File: config.mk
export PLATFORM = sky130hd
export DESIGN_NAME = pmem_phase_sched
export DESIGN_NICKNAME = d
export VERILOG_FILES = /design/src/rtl/pmem_phase_sched.sv
export SDC_FILE = /design/constraint.sdc
export NUM_CORES = 1
export LEC_CHECK = 0
export CAP_MARGIN = 20
export CORE_ASPECT_RATIO = 0.7
export CORE_MARGIN = 3
export CORE_UTILIZATION = 60
export DETAILED_ROUTE_END_ITERATION = 16
export DONT_BUFFER_PORTS = 1
export PLACE_DENSITY_LB_ADDON = 0.1
export REMOVE_ABC_BUFFERS = 1
export SETUP_SLACK_MARGIN = 0.5
export SLEW_MARGIN = 20
export SYNTH_ARGS = -nofsm -noshare
export SYNTH_HDL_FRONTEND = slang
export SYNTH_SLANG_ARGS = --single-unit
File: constraint.sdc
create_clock -name clk -period 3.1 [get_ports clk]
set_input_delay 0.465 -clock clk [delete_from_list [all_inputs] [get_ports clk]]
set_output_delay 0.465 -clock clk [all_outputs]
set_load 0.01 [all_outputs]
File: src/rtl/pmem_phase_sched.sv
`default_nettype none
// ============================================================================
// Module      : pmem_phase_sched
// Description : Phase scheduler for the parallel memory write-read engine.
//               Loads sixteen 16-bit words over a valid/ready stream, then
//               walks four timed read phases. Each phase drives a one-hot
//               phase enable and captures one nibble of the result from bit
//               BIT_SEL of four consecutive entries. The assembled word is
//               offered through a valid/ready output handshake.
//               Optional build macro PMEM_PARITY_EN adds output result_par,
//               the XOR of all result bits.
// Revision    : 1.0 - initial release
// ============================================================================
module pmem_phase_sched #(
    parameter int PHASE_CYCLES = 2,   // clock cycles per read phase, 1..16
    parameter int BIT_SEL      = 0    // sampled bit of each entry, 0..15
) (
    input  logic        clk,
    input  logic        rst,           // synchronous, active-low
    input  logic        start,
    input  logic [15:0] in_data,
    input  logic        in_valid,
    output logic        in_ready,
    output logic [3:0]  ph_en,
    output logic        busy,
    output logic [15:0] result,
    output logic        result_valid,
    input  logic        result_ready
`ifdef PMEM_PARITY_EN
    ,
    output logic        result_par
`endif
);

    // ------------------------------------------------------------------------
    // Constants
    // ------------------------------------------------------------------------
    // Cycle counter must hold PHASE_CYCLES-1 (at most 15).
    localparam int CYC_W = (PHASE_CYCLES > 1) ? $clog2(PHASE_CYCLES) : 1;

    localparam logic [CYC_W-1:0] c_CYC_LAST = CYC_W'(PHASE_CYCLES - 1);
    localparam logic [CYC_W-1:0] c_CYC_ONE  = CYC_W'(1);

    localparam logic [1:0] c_S_IDLE  = 2'd0;
    localparam logic [1:0] c_S_LOAD  = 2'd1;
    localparam logic [1:0] c_S_PHASE = 2'd2;
    localparam logic [1:0] c_S_DONE  = 2'd3;

    localparam logic [15:0] c_RESULT_INIT = 16'hFFFF;
    localparam logic [3:0]  c_ADDR_LAST   = 4'd15;
    localparam logic [1:0]  c_PHASE_LAST  = 2'd3;

    // ------------------------------------------------------------------------
    // State
    // ------------------------------------------------------------------------
    logic [1:0]       r_state;
    logic [3:0]       r_wr_addr;
    logic [1:0]       r_phase;
    logic [CYC_W-1:0] r_cyc;
    logic [15:0]      r_mem [16];
    logic [15:0]      r_result;

    // ------------------------------------------------------------------------
    // Decoded events
    // ------------------------------------------------------------------------
    logic       w_start_acc;   // start accepted in IDLE
    logic       w_beat;        // a word is written this cycle
    logic       w_last_beat;   // the word going into entry 15
    logic       w_phase_end;   // final cycle of the current read phase
    logic       w_res_acc;     // consumer takes the result
    logic [3:0] w_nibble;      // bits gathered by the current phase
    logic       w_unused_mem;  // sink for entry bits that are never sampled

    assign w_start_acc = (r_state == c_S_IDLE) && start;
    assign w_beat      = (r_state == c_S_LOAD) && in_valid;
    assign w_last_beat = w_beat && (r_wr_addr == c_ADDR_LAST);
    assign w_phase_end = (r_state == c_S_PHASE) && (r_cyc == c_CYC_LAST);
    assign w_res_acc   = (r_state == c_S_DONE) && result_ready;

    // Gather BIT_SEL of the four entries belonging to the active phase;
    // entry 4k+j lands in nibble bit j.
    always_comb begin
        w_nibble = 4'h0;
        for (int j = 0; j < 4; j++) begin
            w_nibble[j] = r_mem[{r_phase, 2'(j)}][BIT_SEL];
        end
    end

    // Only BIT_SEL of each stored word feeds the result; fold the rest away.
    always_comb begin
        w_unused_mem = 1'b0;
        for (int i = 0; i < 16; i++) begin
            w_unused_mem = w_unused_mem ^ (^r_mem[i]);
        end
    end

    // ------------------------------------------------------------------------
    // Sequencer: state, write address, phase index and phase cycle counter
    // ------------------------------------------------------------------------
    // Advance the load/phase/done sequence; reset aborts from any state.
    always_ff @(posedge clk) begin
        if (!rst) begin
            r_state   <= c_S_IDLE;
            r_wr_addr <= 4'd0;
            r_phase   <= 2'd0;
            r_cyc     <= '0;
        end else begin
            case (r_state)
                c_S_IDLE: begin
                    if (start) begin
                        r_state   <= c_S_LOAD;
                        r_wr_addr <= 4'd0;
                    end
                end
                c_S_LOAD: begin
                    if (w_beat) begin
                        // Address stops at 15: leaving LOAD on that beat
                        // means it never needs to wrap.
                        if (w_last_beat) begin
                            r_state <= c_S_PHASE;
                            r_phase <= 2'd0;
                            r_cyc   <= '0;
                        end else begin
                            r_wr_addr <= r_wr_addr + 4'd1;
                        end
                    end
                end
                c_S_PHASE: begin
                    if (r_cyc == c_CYC_LAST) begin
                        r_cyc <= '0;
                        if (r_phase == c_PHASE_LAST) begin
                            r_state <= c_S_DONE;
                        end else begin
                            r_phase <= r_phase + 2'd1;
                        end
                    end else begin
                        r_cyc <= r_cyc + c_CYC_ONE;
                    end
                end
                c_S_DONE: begin
                    if (result_ready) begin
                        r_state <= c_S_IDLE;
                    end
                end
                default: begin
                    r_state <= c_S_IDLE;
                end
            endcase
        end
    end

    // ------------------------------------------------------------------------
    // Word bank
    // ------------------------------------------------------------------------
    // Store each accepted word; reset clears the whole bank.
    always_ff @(posedge clk) begin
        if (!rst) begin
            for (int i = 0; i < 16; i++) begin
                r_mem[i] <= 16'h0000;
            end
        end else if (w_beat) begin
            r_mem[r_wr_addr] <= in_data;
        end
    end

    // ------------------------------------------------------------------------
    // Result assembly
    // ------------------------------------------------------------------------
    // Preset to all-ones on start, then fill one nibble at each phase end.
    // Nibbles not yet reached keep reading 4'hF.
    always_ff @(posedge clk) begin
        if (!rst) begin
            r_result <= c_RESULT_INIT;
        end else if (w_start_acc) begin
            r_result <= c_RESULT_INIT;
        end else if (w_phase_end) begin
            r_result[{r_phase, 2'b00} +: 4] <= w_nibble;
        end
    end

    // ------------------------------------------------------------------------
    // Moore outputs, decoded only from registered state
    // ------------------------------------------------------------------------
    assign in_ready     = (r_state == c_S_LOAD);
    assign busy         = (r_state != c_S_IDLE);
    assign result_valid = (r_state == c_S_DONE);
    assign result       = r_result;

    // One-hot phase enable, quiet outside the read phases.
    always_comb begin
        ph_en = 4'b0000;
        if (r_state == c_S_PHASE) begin
            ph_en = 4'b0001 << r_phase;
        end
    end

`ifdef PMEM_PARITY_EN
    // Parity follows the registered result; all-ones reset gives 0.
    assign result_par = ^r_result;
`endif

endmodule
`default_nettype wire

**Yosys cells after proc, flatten, opt, wreduce, memory -nomap -nowiden**

Memory sizes are Yosys's and may differ from the RTL's. A register that Yosys moved wholly into a read port is not among the register bits.
Index checks and enable logic that the tools add are counted.

- Order comparisons: 0
- Multiply operators: 0
- Equality and inequality tests: 13
- Reduce and logical (&&, ||, !) cells: 14
- Muxes and demuxes: 37
- Div/mod/pow operators: 0
- Add/subtract/negate cells: 4
- Shift operators: 3
- Bitwise logic cells: 1

Operators with widths:

| operator | count |
|---|---|
| $mux W4 | 13 |
| $mux W2 | 10 |
| $bwmux W16 | 1 |
| $mux W16 | 1 |
| $reduce_or A16 Y1 | 1 |
| $shift A4 B6 Y16 const A | 1 |
| $shiftx A4 B6 Y16 | 1 |
| $ne A2 B2 Y1 const B | 5 |
| $mux W1 | 8 |
| $pmux W2 S4 | 1 |
| $pmux W4 S2 | 1 |
| $eq A2 B2 Y1 const B | 3 |
| $ne A2 B1 Y1 const B | 3 |
| $neg A4 Y6 | 1 |
| $reduce_and A6 Y1 | 1 |
| $reduce_bool A2 Y1 | 3 |
| $reduce_and A5 Y1 | 1 |
| $add A4 B1 Y4 const B | 1 |
| $eq A4 B4 Y1 const B | 1 |
| $logic_and A1 B1 Y1 | 4 |
| $pmux W2 S2 | 1 |
| $reduce_and A4 Y1 | 1 |
| $shl A1 B2 Y4 const A | 1 |
| $reduce_and A3 Y1 | 1 |
| other kinds (7) | 7 |

- ROM bits: 0
- Bits in latches: 0
- Memories: 1
- Output and inout port bits: 23
- Input bits: 21
- Bits in writable memories: 256
- Word-level logic and storage cells: 78
- Register bits: 25

Memories:

| name | depth | bits a word | read ports | clocked after Yosys merged registers in | write ports | line | source |
|---|---|---|---|---|---|---|---|
| r_mem | 16 | 16 | 4 | 4 | 16 | 60 | `logic [15:0] r_mem [16];` |

**Logic depth before layout (Yosys ltp)**

- Depth after elaboration: 8
- Depth in mapped cells: 7
- Depth with buffers taken out: 5

**Worst setup path before layout**

OpenSTA, ideal clock, no wires.

- Path type: reg-to-reg
- From: register r_phase[0]
- To: register r_result[12], in the netlist result[12]
- Data required time: 3.040 ns
- Path buffers: 0
- Setup slack: 1.446 ns
- Arrival time: 1.593 ns
- Stages on the path, launching flop included: 5
- Period minus slack after synthesis: 1.654 ns
- Library setup time: 0.060 ns
- Path through: dfxtp_1 > inv_1 > ha_1 > nor4_1 > a221o_1

- Word-level cells in the longest chain between the ends: 3
- Elaborated cells between the ends (all ways): 4
- Classes of those cells: 1 x add/sub; 2 x shift; 1 x mux

Ends and longest elaborated chain:

| item | line | source |
|---|---|---|
| start: declaration | 58 | `logic [1:0] r_phase;` |
| start signal: assignment | 134 | `r_phase <= r_phase + 2'd1;` |
| $neg A4 Y6 * | 177 | `r_result[{r_phase, 2'b00} +: 4] <= w_nibble;` |
| $shiftx A4 B6 Y16 / $shift A4 B6 Y16 (equally long branches) | 177 |  |
| $bwmux W16 * | 177 |  |
| end signal: assignment | 173 | `r_result <= c_RESULT_INIT;` |
| end signal: assignment | 175 | `r_result <= c_RESULT_INIT;` |
| end signal: indexed assignment | 177 |  |
| end: declaration | 61 | `logic [15:0] r_result;` |

Every way passes the cells marked *; elsewhere a longest branch is shown, timed or not.
A chain may end at the register's enable or synchronous reset.

**Final worst setup path**

- From: register r_phase[0]
- To: register r_result[13], in the netlist result[13]

The elaborated chain is that of the path after synthesis.

==> impl_metrics.yaml <==
worst_setup_path:
  end_kind: "flip-flop"
  r2r_cells: 4
  slowest_delay_ps: 740
  crit_family: "simple AND/OR/NAND/NOR gates"
  crit_slowest_cell: "nor4_1"
  arrival_ps: 2360
  critPathKind: "flip-flop to flip-flop"
  worstSetupPathDepth: 4
  start_kind: "flip-flop"
  cp_max_fo: 9
  cp.required_ps: 3340
  worstPathCellList: "inv_1 -> ha_1 -> nor4_1 -> a221o_1"
  worst-path-buf-inv: 1
clock_tree:
  cts.sinks: 43
  ctsResizeCount: 0
  cts_root_buf: "clkbuf_8"
  clock_latency_ps: 290
  cts-buffers-inserted: 5
  hold_buffers: 0
  htree_levels: 2
  clockBufferDepth: 2
  clk_pin_slew_ps: 90
  tritoncts: "built"
  postCtsSetupBuffers: 0
logic_synthesis:
  synth_seq_cells: 43
  synth.yosys.seq_area_share_pct: 46.7
  synthDominantCellAreaShare_pct: 24.7
  yosys.area.top_type: "dfxtp_1"
  synthCells: 210
  netlist_area_um2: 2190
  synthTopCellsByArea: "dfxtp_1, edfxtp_1, ha_1"
  ys_types: 37
  yosys_warnings: 0
  avgSynthCellArea_um2: 10.4
floorplanning:
  initial_core_util_pct: 65.9
  die-height_um: 56.5
  num_rows: 17
  ios: 44
  coreArea_um2: 3320
  fp.dieW_um: 78.1
  dieArea_um2: 4410
global_routing:
  grtUsageTotal_pct: 21.5
  antenna_found_initial: 0
  grt_overflow: 0
  grt_pass1_wl_mm: 7.37
  grt_start_max_net_pins: 35
  grt_pass1_vias: 1496
detailed_routing:
  dr.pass1.iters: 5
  vias: 1581
  avgRoutedWirePerCell_um: 17.2
  drtIter0Drc: 154
  wl_mm: 4.38
  drc: 0
  ant_nets: 0
  via_per_inst: 6.22
finish:
  area_delta_synth_final_pct: 4.69
  n_antenna_cell: 0
  drive_gt1_share_pct: 7.73
  stdcell_count: 254
  stdcell_area_um2: 2290
  final_nets: 243
  nFillCells: 267
  post-route-util_pct: 69.0
sta:
  slew_headroom_pct: 44.9
  fin_ws_ps: 977
  setup_viol: 0
  fin_crit_ps: 2120
  rsz0062_at_grt: "false"
  fin_tns_setup_ps: 0
  final_hold_viol_count: 0
  final.period_utilization_pct: 68.5
  whs_ps: 313
  drv_slew: 0
  clock_skew_ps: 3.83
  tightest_slew_ps: 819
  max_freq_mhz: 471
placed_design:
  dpl.hpwl_mm: 3.23
  io_buffers: 0
  dpl_worst_slack_ps: 1010
  gp_congestion: 0.796
  place_inst: 246
  placed_cell_area_um2: 2200
pwr:
  totalPowerFinal_mw: 1.31
  pwr_density_cell_nw_per_um2: 572
  ir_drop_mv: 0.501
  leakagePower_nw: 0.797
hold_path:
  hold_depth: 2
  hold_path_class: "input port to flip-flop"
run:
  maxCapViolations: 0
status:
  status: "finished, final reports clean"
-- final cells by class --
type                            count  area [um2]  area share, %
Inverter                            7        26.3           1.15
Clock inverter                      3        21.3          0.929
Clock buffer                        5        68.8           3.01
Sequential cell                    43        1020           44.6
Multi-Input combinational cell    149        1090           47.7
Tap cell                           47        58.8           2.57
-- layer usage --
| layer | routed length (um) | track usage [%] | vias to the layer above | part of all wire [%] |
|---|---|---|---|---|
| met4 | 55 | 7.48 | 0 | 1.3 |
| met1 | 2030 | 29.1 | 741 | 46 |
| met5 | 0 | 0 | - | 0 |
| li1 | - | - | 763 | - |
| met2 | 1910 | 33.3 | 70 | 44 |
| met3 | 381 | 6.09 | 7 | 8.7 |
-- state kept, by name (all words and copies together), names as in the netlist, named ones only --
| signal | flops |
|---|---|
| r_mem | 16 |
| r_phase | 2 |
| r_state | 2 |
| r_cyc | 1 |
| r_wr_addr | 4 |
| result | 16 |
-- report_power, final --
part           leakage, nW  switching [mW]  internal, mW  total [mW]
clock               0.0494           0.203         0.162       0.365
combinational        0.364           0.184         0.113       0.297
sequential           0.383          0.0343         0.614       0.648
-- logic make-up after synthesis --
logic type	synth area share, %
compound gates	15.2
fa+ha+maj	9.16
buf+inv	3.32
flops	46.7
mux	6.87
simple gates	18.8
-- path summary, 6_finish.rpt --
path | start | to | slack, ps
max | r_phase[0]$_SDFFE_PN0P_ | result[13]$_SDFFE_PP1P_ | 980
min | rst | r_state[1]$_SDFFE_PN0P_ | 310
max reg2reg | r_phase[0]$_SDFFE_PN0P_ | result[13]$_SDFFE_PP1P_ | 980
min reg2reg | r_state[1]$_SDFFE_PN0P_ | r_state[1]$_SDFFE_PN0P_ | 510
-- cell usage after synthesis (all sizes together) --
cell type and n:
a2111oi 1, a21boi 1, a21oi 1, a221o 16
a22oi 1, a31oi 1, a41o 1, and2 4
and3 3, and4b 1, buf 5, clkbuf 6
dfxtp 27, edfxtp 16, ha 16, inv 7
mux2i 6, mux4 4, nand2 24, nand2b 6
nand3 9, nand3b 5, nand4 2, nand4b 1
nor2 17, nor2b 3, nor3b 1, nor4 2
o211ai 1, o21ai 17, o22ai 1, o31ai 1
o32ai 1, or2 1, or4b 1
-- placed cells by master (no fill, tap or decap), types with 4 or more instances in the layout --
master,synthesis,routed
nand2_1,24,24
ha_1,16,16
edfxtp_1,16,16
nor2_1,17,17
inv_1,7,7
clkbuf_8,0,5
a221o_1,16,16
mux2i_1,6,6
dfxtp_1,27,27
nand3_1,9,9
mux4_2,4,4
o21ai_0,17,17
nand3b_1,5,5
and2_1,4,4
nand2b_1,6,6
(Power assumes the default switching activity.)
